<file path="src/rtl/writeback_select_if.sv">
// Writeback stage bus: upstream entry fields plus downstream register-file write port.
// Handshake: a side transfers on a rising clk edge where valid && ready; a producer holds valid and its fields stable until that edge.
interface writeback_select_if #(
    parameter int DATA_WIDTH     = 16,
    parameter int REG_ADDR_WIDTH = 4
);
    localparam int OFF_WIDTH = $clog2(DATA_WIDTH / 8);

    logic                      in_valid;
    logic                      in_ready;
    logic [1:0]                wb_src;
    logic [1:0]                load_size;
    logic                      load_signed;
    logic [OFF_WIDTH-1:0]      byte_offset;
    logic [DATA_WIDTH-1:0]     alu_result;
    logic [DATA_WIDTH-1:0]     read_data;
    logic [DATA_WIDTH-1:0]     link_addr;
    logic [DATA_WIDTH-1:0]     imm_value;
    logic [REG_ADDR_WIDTH-1:0] dest_reg;
    logic                      reg_write_in;
    logic                      out_valid;
    logic                      out_ready;
    logic [DATA_WIDTH-1:0]     write_data;
    logic [REG_ADDR_WIDTH-1:0] write_reg;
    logic                      write_en;

    modport master (
        output in_valid, wb_src, load_size, load_signed, byte_offset,
               alu_result, read_data, link_addr, imm_value, dest_reg,
               reg_write_in, out_ready,
        input  in_ready, out_valid, write_data, write_reg, write_en
    );

    modport slave (
        input  in_valid, wb_src, load_size, load_signed, byte_offset,
               alu_result, read_data, link_addr, imm_value, dest_reg,
               reg_write_in, out_ready,
        output in_ready, out_valid, write_data, write_reg, write_en
    );
endinterface

</file>
<file path="src/rtl/writeback_select.sv">
// Writeback select/extract stage with a registered output and a one-entry skid buffer.
// in_ready depends only on skid occupancy and rst, never on out_ready.
module writeback_select #(
    parameter int DATA_WIDTH     = 16,
    parameter int REG_ADDR_WIDTH = 4
) (
    input logic               clk,
    input logic               rst,
    writeback_select_if.slave bus
);
    localparam int OFF_WIDTH = $clog2(DATA_WIDTH / 8);

    logic [7:0]                byte_lane;
    logic [15:0]               half_lane;
    logic [OFF_WIDTH-1:0]      half_idx;
    logic [DATA_WIDTH-1:0]     new_data;
    logic                      new_we;
    logic                      in_xfer;
    logic                      out_load;

    logic                      out_valid_q, out_valid_d;
    logic [DATA_WIDTH-1:0]     out_data_q,  out_data_d;
    logic [REG_ADDR_WIDTH-1:0] out_reg_q,   out_reg_d;
    logic                      out_we_q,    out_we_d;
    logic                      skid_full_q, skid_full_d;
    logic [DATA_WIDTH-1:0]     skid_data_q, skid_data_d;
    logic [REG_ADDR_WIDTH-1:0] skid_reg_q,  skid_reg_d;
    logic                      skid_we_q,   skid_we_d;

    // Half-word lanes are indexed by the offset with its LSB dropped.
    always_comb begin
        half_idx  = bus.byte_offset >> 1;
        byte_lane = bus.read_data[8*int'(bus.byte_offset) +: 8];
        half_lane = bus.read_data[16*int'(half_idx) +: 16];
        new_data  = bus.alu_result;
        unique case (bus.wb_src)
            2'd0: new_data = bus.alu_result;
            2'd1: begin
                unique case (bus.load_size)
                    2'd0:    new_data = {{(DATA_WIDTH-8){bus.load_signed & byte_lane[7]}}, byte_lane};
                    2'd1:    new_data = {{(DATA_WIDTH-16){bus.load_signed & half_lane[15]}}, half_lane};
                    default: new_data = bus.read_data;
                endcase
            end
            2'd2:    new_data = bus.link_addr;
            default: new_data = bus.imm_value;
        endcase
    end

    assign new_we       = bus.reg_write_in & (bus.dest_reg != '0);
    assign bus.in_ready = ~rst & ~skid_full_q;
    assign in_xfer      = bus.in_valid & bus.in_ready;
    assign out_load     = ~out_valid_q | bus.out_ready;

    always_comb begin
        out_valid_d = out_valid_q;
        out_data_d  = out_data_q;
        out_reg_d   = out_reg_q;
        out_we_d    = out_we_q;
        skid_full_d = skid_full_q;
        skid_data_d = skid_data_q;
        skid_reg_d  = skid_reg_q;
        skid_we_d   = skid_we_q;
        if (out_load) begin
            if (skid_full_q) begin
                // in_ready is low whenever the skid is full, so nothing new arrives here.
                out_valid_d = 1'b1;
                out_data_d  = skid_data_q;
                out_reg_d   = skid_reg_q;
                out_we_d    = skid_we_q;
                skid_full_d = 1'b0;
            end else begin
                out_valid_d = in_xfer;
                if (in_xfer) begin
                    out_data_d = new_data;
                    out_reg_d  = bus.dest_reg;
                    out_we_d   = new_we;
                end
            end
        end else if (in_xfer) begin
            skid_full_d = 1'b1;
            skid_data_d = new_data;
            skid_reg_d  = bus.dest_reg;
            skid_we_d   = new_we;
        end
    end

    always_ff @(posedge clk) begin
        if (rst) begin
            out_valid_q <= 1'b0;
            out_data_q  <= '0;
            out_reg_q   <= '0;
            out_we_q    <= 1'b0;
            skid_full_q <= 1'b0;
            skid_data_q <= '0;
            skid_reg_q  <= '0;
            skid_we_q   <= 1'b0;
        end else begin
            out_valid_q <= out_valid_d;
            out_data_q  <= out_data_d;
            out_reg_q   <= out_reg_d;
            out_we_q    <= out_we_d;
            skid_full_q <= skid_full_d;
            skid_data_q <= skid_data_d;
            skid_reg_q  <= skid_reg_d;
            skid_we_q   <= skid_we_d;
        end
    end

    assign bus.out_valid  = out_valid_q;
    assign bus.write_data = out_data_q;
    assign bus.write_reg  = out_reg_q;
    assign bus.write_en   = out_we_q & out_valid_q;
endmodule

</file>
<file path="src/flat_wrapper.sv">
// flat-port wrapper written by rule: the top's interface ports become plain ports
module writeback_select_flat 
#(
    parameter int DATA_WIDTH     = 16,
    parameter int REG_ADDR_WIDTH = 4
)
  (clk, rst, bus_in_valid, bus_wb_src, bus_load_size, bus_load_signed, bus_byte_offset, bus_alu_result, bus_read_data, bus_link_addr, bus_imm_value, bus_dest_reg, bus_reg_write_in, bus_out_ready, bus_in_ready, bus_out_valid, bus_write_data, bus_write_reg, bus_write_en);
  writeback_select_if #(.DATA_WIDTH(DATA_WIDTH), .REG_ADDR_WIDTH(REG_ADDR_WIDTH)) bus_i ();
  input logic clk;
  input logic rst;
  input wire logic [$bits(bus_i.in_valid)-1:0] bus_in_valid;
  input wire logic [$bits(bus_i.wb_src)-1:0] bus_wb_src;
  input wire logic [$bits(bus_i.load_size)-1:0] bus_load_size;
  input wire logic [$bits(bus_i.load_signed)-1:0] bus_load_signed;
  input wire logic [$bits(bus_i.byte_offset)-1:0] bus_byte_offset;
  input wire logic [$bits(bus_i.alu_result)-1:0] bus_alu_result;
  input wire logic [$bits(bus_i.read_data)-1:0] bus_read_data;
  input wire logic [$bits(bus_i.link_addr)-1:0] bus_link_addr;
  input wire logic [$bits(bus_i.imm_value)-1:0] bus_imm_value;
  input wire logic [$bits(bus_i.dest_reg)-1:0] bus_dest_reg;
  input wire logic [$bits(bus_i.reg_write_in)-1:0] bus_reg_write_in;
  input wire logic [$bits(bus_i.out_ready)-1:0] bus_out_ready;
  output wire logic [$bits(bus_i.in_ready)-1:0] bus_in_ready;
  output wire logic [$bits(bus_i.out_valid)-1:0] bus_out_valid;
  output wire logic [$bits(bus_i.write_data)-1:0] bus_write_data;
  output wire logic [$bits(bus_i.write_reg)-1:0] bus_write_reg;
  output wire logic [$bits(bus_i.write_en)-1:0] bus_write_en;
  assign bus_i.in_valid = bus_in_valid;
  assign bus_i.wb_src = bus_wb_src;
  assign bus_i.load_size = bus_load_size;
  assign bus_i.load_signed = bus_load_signed;
  assign bus_i.byte_offset = bus_byte_offset;
  assign bus_i.alu_result = bus_alu_result;
  assign bus_i.read_data = bus_read_data;
  assign bus_i.link_addr = bus_link_addr;
  assign bus_i.imm_value = bus_imm_value;
  assign bus_i.dest_reg = bus_dest_reg;
  assign bus_i.reg_write_in = bus_reg_write_in;
  assign bus_i.out_ready = bus_out_ready;
  assign bus_in_ready = bus_i.in_ready;
  assign bus_out_valid = bus_i.out_valid;
  assign bus_write_data = bus_i.write_data;
  assign bus_write_reg = bus_i.write_reg;
  assign bus_write_en = bus_i.write_en;
  writeback_select #(.DATA_WIDTH(DATA_WIDTH), .REG_ADDR_WIDTH(REG_ADDR_WIDTH)) u_core (.clk(clk), .rst(rst), .bus(bus_i));
endmodule
</file>
<file path="config.mk">
export PLATFORM = sky130hd
export DESIGN_NAME = writeback_select_flat
export DESIGN_NICKNAME = d
export VERILOG_FILES = /design/src/rtl/writeback_select_if.sv /design/src/rtl/writeback_select.sv /design/src/flat_wrapper.sv
export SDC_FILE = /design/constraint.sdc
export NUM_CORES = 1
export LEC_CHECK = 0
export BUFFER_PORTS_ARGS = -buffer_cell sky130_fd_sc_hd__clkbuf_2
export CORE_UTILIZATION = 47
export DETAILED_ROUTE_END_ITERATION = 10
export GPL_TIMING_DRIVEN = 1
export PLACE_DENSITY = 0.84
export SLEW_MARGIN = 10
export SYNTH_ARGS = -nofsm -noshare
export SYNTH_HDL_FRONTEND = slang
export SYNTH_SLANG_ARGS = --single-unit
</file>
<file path="constraint.sdc">
create_clock -name clk -period 2.41 [get_ports clk]
set_input_delay 0.241 -clock clk [delete_from_list [all_inputs] [get_ports clk]]
set_output_delay 0.241 -clock clk [all_outputs]
set_load 0.02 [all_outputs]
</file>
==> results of run 1 <==
power breakdown:
group	switching (mW)	internal (mW)	total [mW]
clock	0.257	0.518	0.775
combinational	0.206	0.158	0.363
sequential	0.0198	0.762	0.782
total	0.482	1.44	1.92
cells by family (layout without fill, tap and decap cells):
kind of cell / after synthesis / in the layout / share of synthesized area, %
AOI/OAI and AO/OA: 82 / 82 / 23.9
buffers and inverters: 25 / 118 / 4.49
DFF: 44 / 44 / 37.6
muxes: 14 / 14 / 8.23
and+or+nand+nor: 143 / 143 / 25.8
layer usage:
metal | wire length [um] | part of all wire [%] | global-route usage, % | up-vias
li1 | - | - | - | 1288
met1 | 2740 | 43 | 33.7 | 1185
met2 | 3080 | 48 | 43.0 | 133
met3 | 530 | 8.2 | 5.94 | 10
met4 | 96 | 1.5 | 7.84 | 0
met5 | 0 | 0 | 0 | -
final cells by class:
type,instances,area [um^2]
inverter,1,3.75
clock inverter,3,90.1
timing repair buffer,109,578
clock buffer,5,68.8
sequential,44,881
multi-input combinational,239,1360
fill,417,1690
tap,67,83.8
through the flow:
stage	power (mW)	instance area [um^2]	instances	utilization (%)	hold WS [ps]
3_3_place_gp	1.15	2900	460	61.1	441
6_report	1.92	3060	468	64.4	171
2_1_floorplan	1.01	2340	308	-	377
3_5_place_dp	1.16	2900	460	61.1	446
4_1_cts	1.93	3060	468	64.4	171
5_1_grt	2.00	3060	468	64.4	168
cell usage in the layout, fill, tap and decap left out, drive strengths merged, types with 3 or more instances in the layout:
cell type  netlist  final
o21a             6      6
o21ai           14     14
bufinv           0      3
buf              6      8
clkbuf          18    106
a211oi          11     11
nor2b            3      3
a2bb2oi          3      3
mux2             3      3
a21oi           16     16
a221oi           8      8
nand2           30     30
nor3            14     14
mux2i            8      8
mux4             3      3
and3             4      4
nor2            77     77
a211o            3      3
nand3           10     10
o211ai          10     10
a22oi            8      8
dfxtp           44     44
worst paths after layout:
path | end | from | cells after the start | slack [ps]
worst max-delay path | u_core.bus.write_data[15] | bus_load_size[1] | 6 | 550
worst max register to register | u_core.bus.write_data[0] | u_core.skid_full_q | 4 | 720
worst min-delay path | u_core.bus.out_valid | rst | 2 | 170
worst min register to register | u_core.skid_data_q[5] | u_core.skid_data_q[5] | 2 | 460
==> impl_metrics.csv, run 1 <==
group,metric,value,unit
routing,via_per_inst,5.59,
critical_path,cp-end-kind,"flip-flop",
power_and_ir_drop,vdd_drop_max,0.266,mV
sta,tightest_slew,963,ps
place,place_hpwl,4800,um
sta,slew-limit-headroom,34.8,%
logic_synthesis,yosys.area.top_type,"dfxtp_1",
global_route,grt_pass1_wl,10700,um
logic_synthesis,ys_top_cells_by_area,"dfxtp_1, nor2_1, nand2_1, a211oi_1, a21oi_1",
logic_synthesis,synth_edf_count,0,
routing,finalWirelength,6450,um
critical_path,cpPeakStageDelay,650,ps
critical_path,crit_family,"compound AO/OA/AOI/OAI gates",
sta,finClkSkew,5.19,ps
layout,final_nets,479,
place,io_buffers,101,
clocking,clock_path_buffers,2,
logic_synthesis,ys_ff_latch,44,
critical_path,cp_max_fo,8,
sta,finalHoldViolCount,0,
layout,antennaDiodeCount,0,
floorplan,ioPinCount,102,
floorplan,die_area,5270,um^2
clocking,cts_setup_buffers,0,
routing,drc_errors,0,
clocking,h-tree-depth,2,
routing,wl_per_cell,13.8,um
layout,area_growth,30.7,%
sta,setup_violations,0,
place,pre_cts_slack,267,ps
global_route,grtUsageTotal,25.9,%
global_route,grt_max_degree,43,
sta,timing.final.crit_period,1860,ps
critical_path,crit_buf_inv,1,
power_and_ir_drop,powerDensity,627,nW/um^2
layout,drive_gt1_share,31.2,%
global_route,grt_pass1_vias,2328,
logic_synthesis,synthTopCellsByCount,"nor2_1, dfxtp_1, nand2_1",
clocking,numCtsBuffers,5,
clocking,path_clk_slew,80,ps
logic_synthesis,synth.top_cell.area_share,37.6,%
clocking,clock-root-buffer,"clkbuf_8",
routing,ant_nets,0,
sta,fmax,537,MHz
sta,finalMaxSlewViolations,0,
logic_synthesis,synthArstFlopShare,0,%
floorplan,fp.coreArea,4750,um^2
logic_synthesis,syn_area,2340,um^2
clocking,cts_resized,0,
sta,setup_tns,0,ps
critical_path,crit_required,2580,ps
global_route,grt_antenna_before_repair,0,
sta,rsz0062_at_grt,"no",
critical_path,path_cells,"clkbuf_2, or4b_2, o311ai_1, o211ai_1, a221oi_1, nor3_1",
critical_path,cp_slowest_cell,"or4b_2",
logic_synthesis,ys.flop_type,"dfxtp_1",
logic_synthesis,netlist_instances,308,
outcome,status,"finished, final reports clean",
floorplan,die_x,72.6,um
global_route,grt-ovfl-total,0,
logic_synthesis,yosysMostFrequentCell,"nor2_1",
floorplan,initial_core_util,49.3,%
logic_synthesis,synth_cell_type_count,33,
clocking,clock_sinks,44,
critical_path,start_kind,"input pin",
floorplan,fp.dieH,72.6,um
clocking,ctsHoldBuffers,0,
floorplan,rows,25,
routing,via_count,2616,
flow_run,cap_violations,0,
critical_path,arrival,2030,ps
routing,drt_iter0_markers,170,
logic_synthesis,yosysSeqAreaShare,37.6,%
critical_path,critPathKind,"in -> reg",
clocking,clk_latency,300,ps
hold_path,min_path_type,"in -> reg",
place,routabilityCongestion,0.866,
logic_synthesis,synth_warnings,0,
power_and_ir_drop,p_leak,1.35,nW
clocking,cts_tree,"yes",
sta,fin_crit_sh,77.2,%
logic_synthesis,avgSynthCellArea,7.60,um^2
routing,drt-pass1-iter-count,5,
logic_synthesis,syn_nets,387,
sta,layout_setup_ws,548,ps
Power figures use the tool's default switching activity.
==> inputs of run 2 (changes only) <==
ABC_AREA = 1   (was default)
CORE_UTILIZATION = 44   (was 47)
PLACE_DENSITY = 0.82   (was 0.84)
clock period = 1.5 ns   (was 2.41 ns; I/O delays follow)
==> run 2 against run 1 <==
Core utilization down 4.6 points; critical path depth is 1 higher; highest routed layer unchanged; largest power group unchanged; largest cell class unchanged; final cell count is 16% higher; critical endpoint is now u_core.bus.write_reg[1].
==> impl_metrics.csv, run 2 <==
group,metric,value,unit
outcome,status,"finished, final reports clean",
critical_path,start_kind,"flip-flop",
power_and_ir_drop,power.switching,0.793,mW
logic_synthesis,avgSynthCellArea,6.51,um^2
floorplan,die_x,77,um
critical_path,critPathCapture,"u_core.bus.write_reg[1]",
logic_synthesis,syn_area,2470,um^2
power_and_ir_drop,p_sw_share,28.2,%
sta,setup_tns,0,ps
power_and_ir_drop,p_leak,1.61,nW
floorplan,fp.dieH,77,um
sta,slew-limit-headroom,70.0,%
hold_path,min_path_type,"in -> reg",
logic_synthesis,synth_warnings,0,
logic_synthesis,synth_cell_type_count,23,
logic_synthesis,synthTopCellsByCount,"a21oi_1, nand2_1, nor2_1",
critical_path,r2r_slack,250,ps
clocking,h-tree-depth,2,
floorplan,fp.coreArea,5270,um^2
place,io_buffers,101,
flow_run,cap_violations,0,
sta,timing.final.crit_period,1250,ps
routing,finalWirelength,6890,um
logic_synthesis,ys_ff_latch,44,
critical_path,rr_worst_depth,7,
clocking,path_clk_slew,80,ps
place,place_hpwl,4980,um
sta,finalMaxSlewViolations,0,
global_route,grt_pass1_vias,2564,
layout,layout_commonest_cell,"clkbuf_2",
power_and_ir_drop,intPower,2.02,mW
critical_path,cp_max_fo,25,
sta,fin_crit_sh,83.1,%
layout,final_nets,553,
routing,ant_nets,0,
routing,via_per_inst,5.11,
layout,drive_gt1_share,29.7,%
sta,rsz0062_at_grt,"no",
floorplan,die_area,5930,um^2
global_route,grt-ovfl-total,0,
clocking,clock_path_buffers,2,
critical_path,critPathKind,"reg -> reg",
sta,finClkSkew,7.72,ps
global_route,grt_max_degree,44,
global_route,grt_pass1_wl,11400,um
sta,setup_violations,0,
clocking,clk_latency,290,ps
routing,drt_iter0_markers,186,
hold_path,worstHoldStart,"bus_dest_reg[3]",
logic_synthesis,ys.flop_type,"dfxtp_1",
global_route,grt_antenna_before_repair,0,
logic_synthesis,yosys.area.top_type,"dfxtp_1",
clocking,numCtsBuffers,5,
logic_synthesis,synth.top_cell.area_share,35.6,%
logic_synthesis,ys_top_cells_by_area,"dfxtp_1, a21oi_1, nand2_1, nor2_1, nand3_1",
power_and_ir_drop,vdd_drop_max,0.561,mV
floorplan,ioPinCount,102,
sta,fmax,803,MHz
clocking,cts_resized,0,
clocking,clock-root-buffer,"clkbuf_8",
logic_synthesis,synth_edf_count,0,
clocking,ctsHoldBuffers,0,
sta,layout_setup_ws,254,ps
critical_path,crit_path_start,"u_core.skid_full_q",
routing,drt-pass1-iter-count,5,
routing,via_count,2785,
place,pre_cts_slack,208,ps
clocking,clock_sinks,44,
power_and_ir_drop,comb_power_share,21.5,%
routing,drc_errors,0,
logic_synthesis,yosysMostFrequentCell,"a21oi_1",
global_route,grtUsageTotal,23.5,%
critical_path,rr_startpoint,"u_core.skid_full_q",
place,routabilityCongestion,0.894,
critical_path,reg2reg_to,"u_core.bus.write_reg[1]",
layout,mostFrequentLayoutCells,"clkbuf_2, a21oi_1, nand2_1",
logic_synthesis,yosysSeqAreaShare,35.6,%
logic_synthesis,netlist_instances,380,
logic_synthesis,synthArstFlopShare,0,%
floorplan,rows,26,
layout,area_growth,27.4,%
critical_path,arrival,1470,ps
critical_path,crit_required,1720,ps
routing,wl_per_cell,12.6,um
critical_path,cp-end-kind,"flip-flop",
logic_synthesis,syn_nets,459,
layout,antennaDiodeCount,0,
sta,tightest_slew,449,ps
floorplan,initial_core_util,47.0,%
power_and_ir_drop,powerDensity,891,nW/um^2
sta,finalHoldViolCount,0,
clocking,cts_tree,"yes",
power_and_ir_drop,p_seq_share,44.7,%
power_and_ir_drop,power.share.clock,33.7,%
clocking,cts_setup_buffers,0,
-- run 2: cell types whose count changed in the layout (fill, tap and decap cells not counted), moves of 8 or more --
cell | previous run | this run
a211oi_1 | 11 | 0
a21oi_1 | 16 | 70
a221oi_1 | 8 | 0
a22oi_1 | 8 | 0
inv_1 | 0 | 18
mux2i_1 | 8 | 0
nand2_1 | 30 | 64
nand3_1 | 10 | 28
nor2_1 | 77 | 52
nor3_1 | 14 | 0
o211ai_1 | 10 | 0
o21ai_0 | 13 | 28
o21ai_1 | 1 | 16
or2_2 | 0 | 14
-- run 2: cell type report --
| type | instances | area (um^2) |
|---|---|---|
| fillers | 538 | 2120 |
| clock buffers | 6 | 82.6 |
| flip-flops and latches | 44 | 881 |
| multi-input cells | 292 | 1390 |
| inverters | 22 | 85.1 |
| well taps | 70 | 87.6 |
| repair buffers | 109 | 591 |
| clock inverters | 2 | 38.8 |
-- run 2: routing by layer --
metal	vias up	global-route usage [%]	part of all wire (%)
li1	1448	-	-
met1	1254	30.0	46
met2	76	40.3	48
met3	7	4.29	5.0
met4	0	6.79	0.88
met5	-	0	0
-- run 2: how the worst min path moves through the flow --
| stage | end | depth (start not counted) | slack, ps |
|---|---|---|---|
| 6_report | u_core.skid_reg_q[3] | 3 | 100 |
| 5_1_grt | u_core.bus.write_reg[3] | 3 | 110 |
| 4_1_cts | u_core.skid_reg_q[3] | 3 | 100 |
| 3_5_place_dp | u_core.skid_reg_q[1] | 3 | 420 |
| 3_3_place_gp | u_core.skid_reg_q[1] | 3 | 410 |
| 2_1_floorplan | u_core.bus.out_valid | 1 | 260 |
-- run 2: metrics by stage --
step	area (um^2)	utilization [%]	instances	hold slack, ps	total power, mW
2_1_floorplan	2470	-	380	264	1.66
3_3_place_gp	3030	57.5	537	410	1.87
3_5_place_dp	3030	57.5	537	416	1.88
4_1_cts	3150	59.8	545	98.3	2.82
5_1_grt	3150	59.8	545	112	2.95
6_report	3150	59.8	545	105	2.81
-- run 2: kinds of logic (layout without fill, tap and decap cells) --
group | count (synthesis) | count (layout) | synth area share (%)
AO/OA/AOI/OAI | 118 | 118 | 24.1
buffers and inverters | 44 | 139 | 8.34
AND/OR/NAND/NOR | 174 | 174 | 32.0
flip-flops | 44 | 44 | 35.6
-- run 2: power groups by stage --
| stage | sequential [mW] | clock [mW] | combinational, mW |
|---|---|---|---|
| floorplan | 1.33 | 0 | 0.325 |
| global placement | 1.28 | 0 | 0.589 |
| detailed placement | 1.28 | 0 | 0.601 |
| CTS | 1.26 | 0.963 | 0.604 |
| global route | 1.26 | 1.01 | 0.675 |
| finish | 1.26 | 0.948 | 0.604 |
-- run 2: critical path: stages, from the launching register on --
cell     delay [ps]
dfxtp_1         360
nor2_4          130
nand2_1          70
nand2_2          80
nand2_4          60
inv_4           220
o21ai_0         110
a31oi_1         150
==> inputs of run 3 (changes only) <==
clock period = 1.1 ns   (was 1.5 ns; I/O delays follow)
==> run 3 against run 2 <==
Setup slack worse by 400 ps; sequential power is 37% higher; critical endpoint is now u_core.bus.write_data[4]; final area is 14% higher; wire length is 24% higher; non-clock buffer count is 18 higher; the flow now finishes with violations (negative setup slack); highest routed layer unchanged.
==> impl_metrics.csv, run 3 (synthesis results as in run 2) <==
group,metric,value,unit
hold_path,min_path_cells,3,
critical_path,cpPeakStageDelay,370,ps
sta,tightest_slew,348,ps
hold_path,whs_endpoint,"u_core.bus.write_reg[2]",
sta,whs,70.8,ps
routing,finalWirelength,8530,um
place,placedInstanceArea,3140,um^2
routing,via_per_inst,5.54,
floorplan,die_area,5930,um^2
layout,antennaDiodeCount,0,
global_route,grt_max_degree,44,
critical_path,rr_startpoint,"u_core.skid_full_q",
routing,drc_errors,0,
layout,fillers,425,
clocking,clock_path_buffers,2,
routing,drt_iter0_markers,249,
global_route,grt_antenna_before_repair,0,
clocking,clock-root-buffer,"clkbuf_8",
sta,fmax,802,MHz
sta,rsz0062_at_grt,"yes",
layout,seq_area,888,um^2
flow_run,cap_violations,0,
critical_path,crit_required,1290,ps
sta,slew-limit-headroom,76.5,%
critical_path,critPathKind,"reg -> reg",
critical_path,cp_max_fo,11,
critical_path,r2r_slack,-150,ps
critical_path,crit_buf_inv,1,
power_and_ir_drop,power.total,3.71,mW
routing,via_count,3125,
outcome,violations,"negative setup slack",
layout,layout_commonest_cell,"clkbuf_2",
floorplan,fp.coreArea,5270,um^2
hold_path,worstHoldStart,"bus_dest_reg[2]",
power_and_ir_drop,p_leak,1.74,nW
critical_path,cp-end-kind,"flip-flop",
routing,drt-pass1-iter-count,4,
place,place_hpwl,5220,um
routing,wl_per_cell,15.1,um
critical_path,crit_family,"simple AND/OR/NAND/NOR gates",
layout,fin_cells,564,
place,dp.cells,548,
global_route,grtUsageTotal,26.7,%
sta,setup_violations,41,
layout,drive_gt1_share,40.9,%
layout,mostFrequentLayoutCells,"clkbuf_2, nand2_1, nor2_1",
critical_path,arrival,1440,ps
clocking,clk_latency,300,ps
critical_path,cp_slowest_cell,"dfxtp_4",
sta,timing.final.crit_period,1250,ps
floorplan,initial_core_util,47.0,%
layout,final_area,3600,um^2
clocking,clock_sinks,44,
floorplan,die_x,77,um
place,io_buffers,101,
sta,finalMaxSlewViolations,0,
critical_path,cpMostUsedCell,"a21oi_1",
sta,fin_crit_sh,113,%
critical_path,path_cells,"nor2_4, nand2_2, nand2_4, nand2_8, buf_12, a21oi_1, a21oi_1",
layout,area_growth,45.7,%
place,routabilityCongestion,0.944,
layout,final_nets,573,
routing,ant_nets,0,
critical_path,reg2reg_to,"u_core.bus.write_data[4]",
sta,finClkSkew,6.60,ps
floorplan,fp.dieH,77,um
global_route,grt_pass1_vias,2806,
clocking,numCtsBuffers,5,
sta,setup_tns,-3410,ps
outcome,status,"complete, but fails checks",
floorplan,ioPinCount,102,
power_and_ir_drop,vdd_drop_max,0.612,mV
layout,multi_input_area,1560,um^2
sta,finalHoldViolCount,0,
clocking,h-tree-depth,2,
sta,layout_setup_ws,-147,ps
place,pre_cts_slack,-102,ps
layout,final_util,68.4,%
hold_path,min_path_type,"in -> reg",
clocking,cts_tree,"yes",
power_and_ir_drop,powerDensity,1030,nW/um^2
floorplan,rows,26,
critical_path,rr_worst_depth,7,
critical_path,start_kind,"flip-flop",
clocking,path_clk_slew,80,ps
global_route,grt_pass1_wl,12800,um
global_route,grt-ovfl-total,0,
[run 3: cell types whose count changed in the layout (fill, tap and decap cells not counted), sizes merged]
cell    change
inv         -1
bufinv      -1
buf        +20
clkbuf      -3
clkinv      +4
[run 3: worst min-delay path, stage by stage]
cell and delay (ps):
clkbuf_2 90, nand2_1 60, a31oi_1 70
[run 3: worst max-delay path by stage]
stage / end / startpoint / slack [ps] / depth (start not counted)
6_report: u_core.bus.write_data[4] / u_core.skid_full_q / -150 / 7
5_1_grt: u_core.bus.write_data[4] / u_core.skid_full_q / -190 / 7
4_1_cts: u_core.bus.write_data[8] / u_core.skid_full_q / -70 / 7
3_5_place_dp: u_core.bus.write_reg[3] / u_core.skid_full_q / -100 / 7
3_3_place_gp: u_core.bus.write_reg[1] / u_core.skid_full_q / -40 / 7
2_1_floorplan: u_core.bus.write_data[15] / u_core.skid_full_q / -70 / 8
[run 3: layer usage]
layer | global-route usage, % | routed length, um | vias up | share of wire, %
met1 | 32.1 | 3530 | 1446 | 41
li1 | - | - | 1493 | -
met3 | 3.93 | 474 | 28 | 5.6
met5 | 0 | 0 | - | 0
met2 | 46.5 | 4220 | 158 | 49
met4 | 12.6 | 305 | 0 | 3.6
[run 3: report_power, final]
group,internal [mW],switching (mW)
Sequential,1.67,0.0551
Clock,0.432,0.536
Combinational,0.427,0.588
Total,2.53,1.18
[run 3: area by class of cell]
type	count	share of cell area, %
clock buffers	5	1.91
clock inverters	2	0.312
inverters	22	2.78
multi-input cells	292	43.2
flip-flops and latches	44	24.6
well taps	70	2.43
repair buffers	127	23.8
repair inverters	2	0.902
[run 3: what timing repair did]
item	in CTS	in global routing
pin swaps	13	2
gates resized for setup	33	51
endpoints found under the setup margin	42	44
buffers inserted	4	1
hold buffers	0	0
gates cloned	2	2
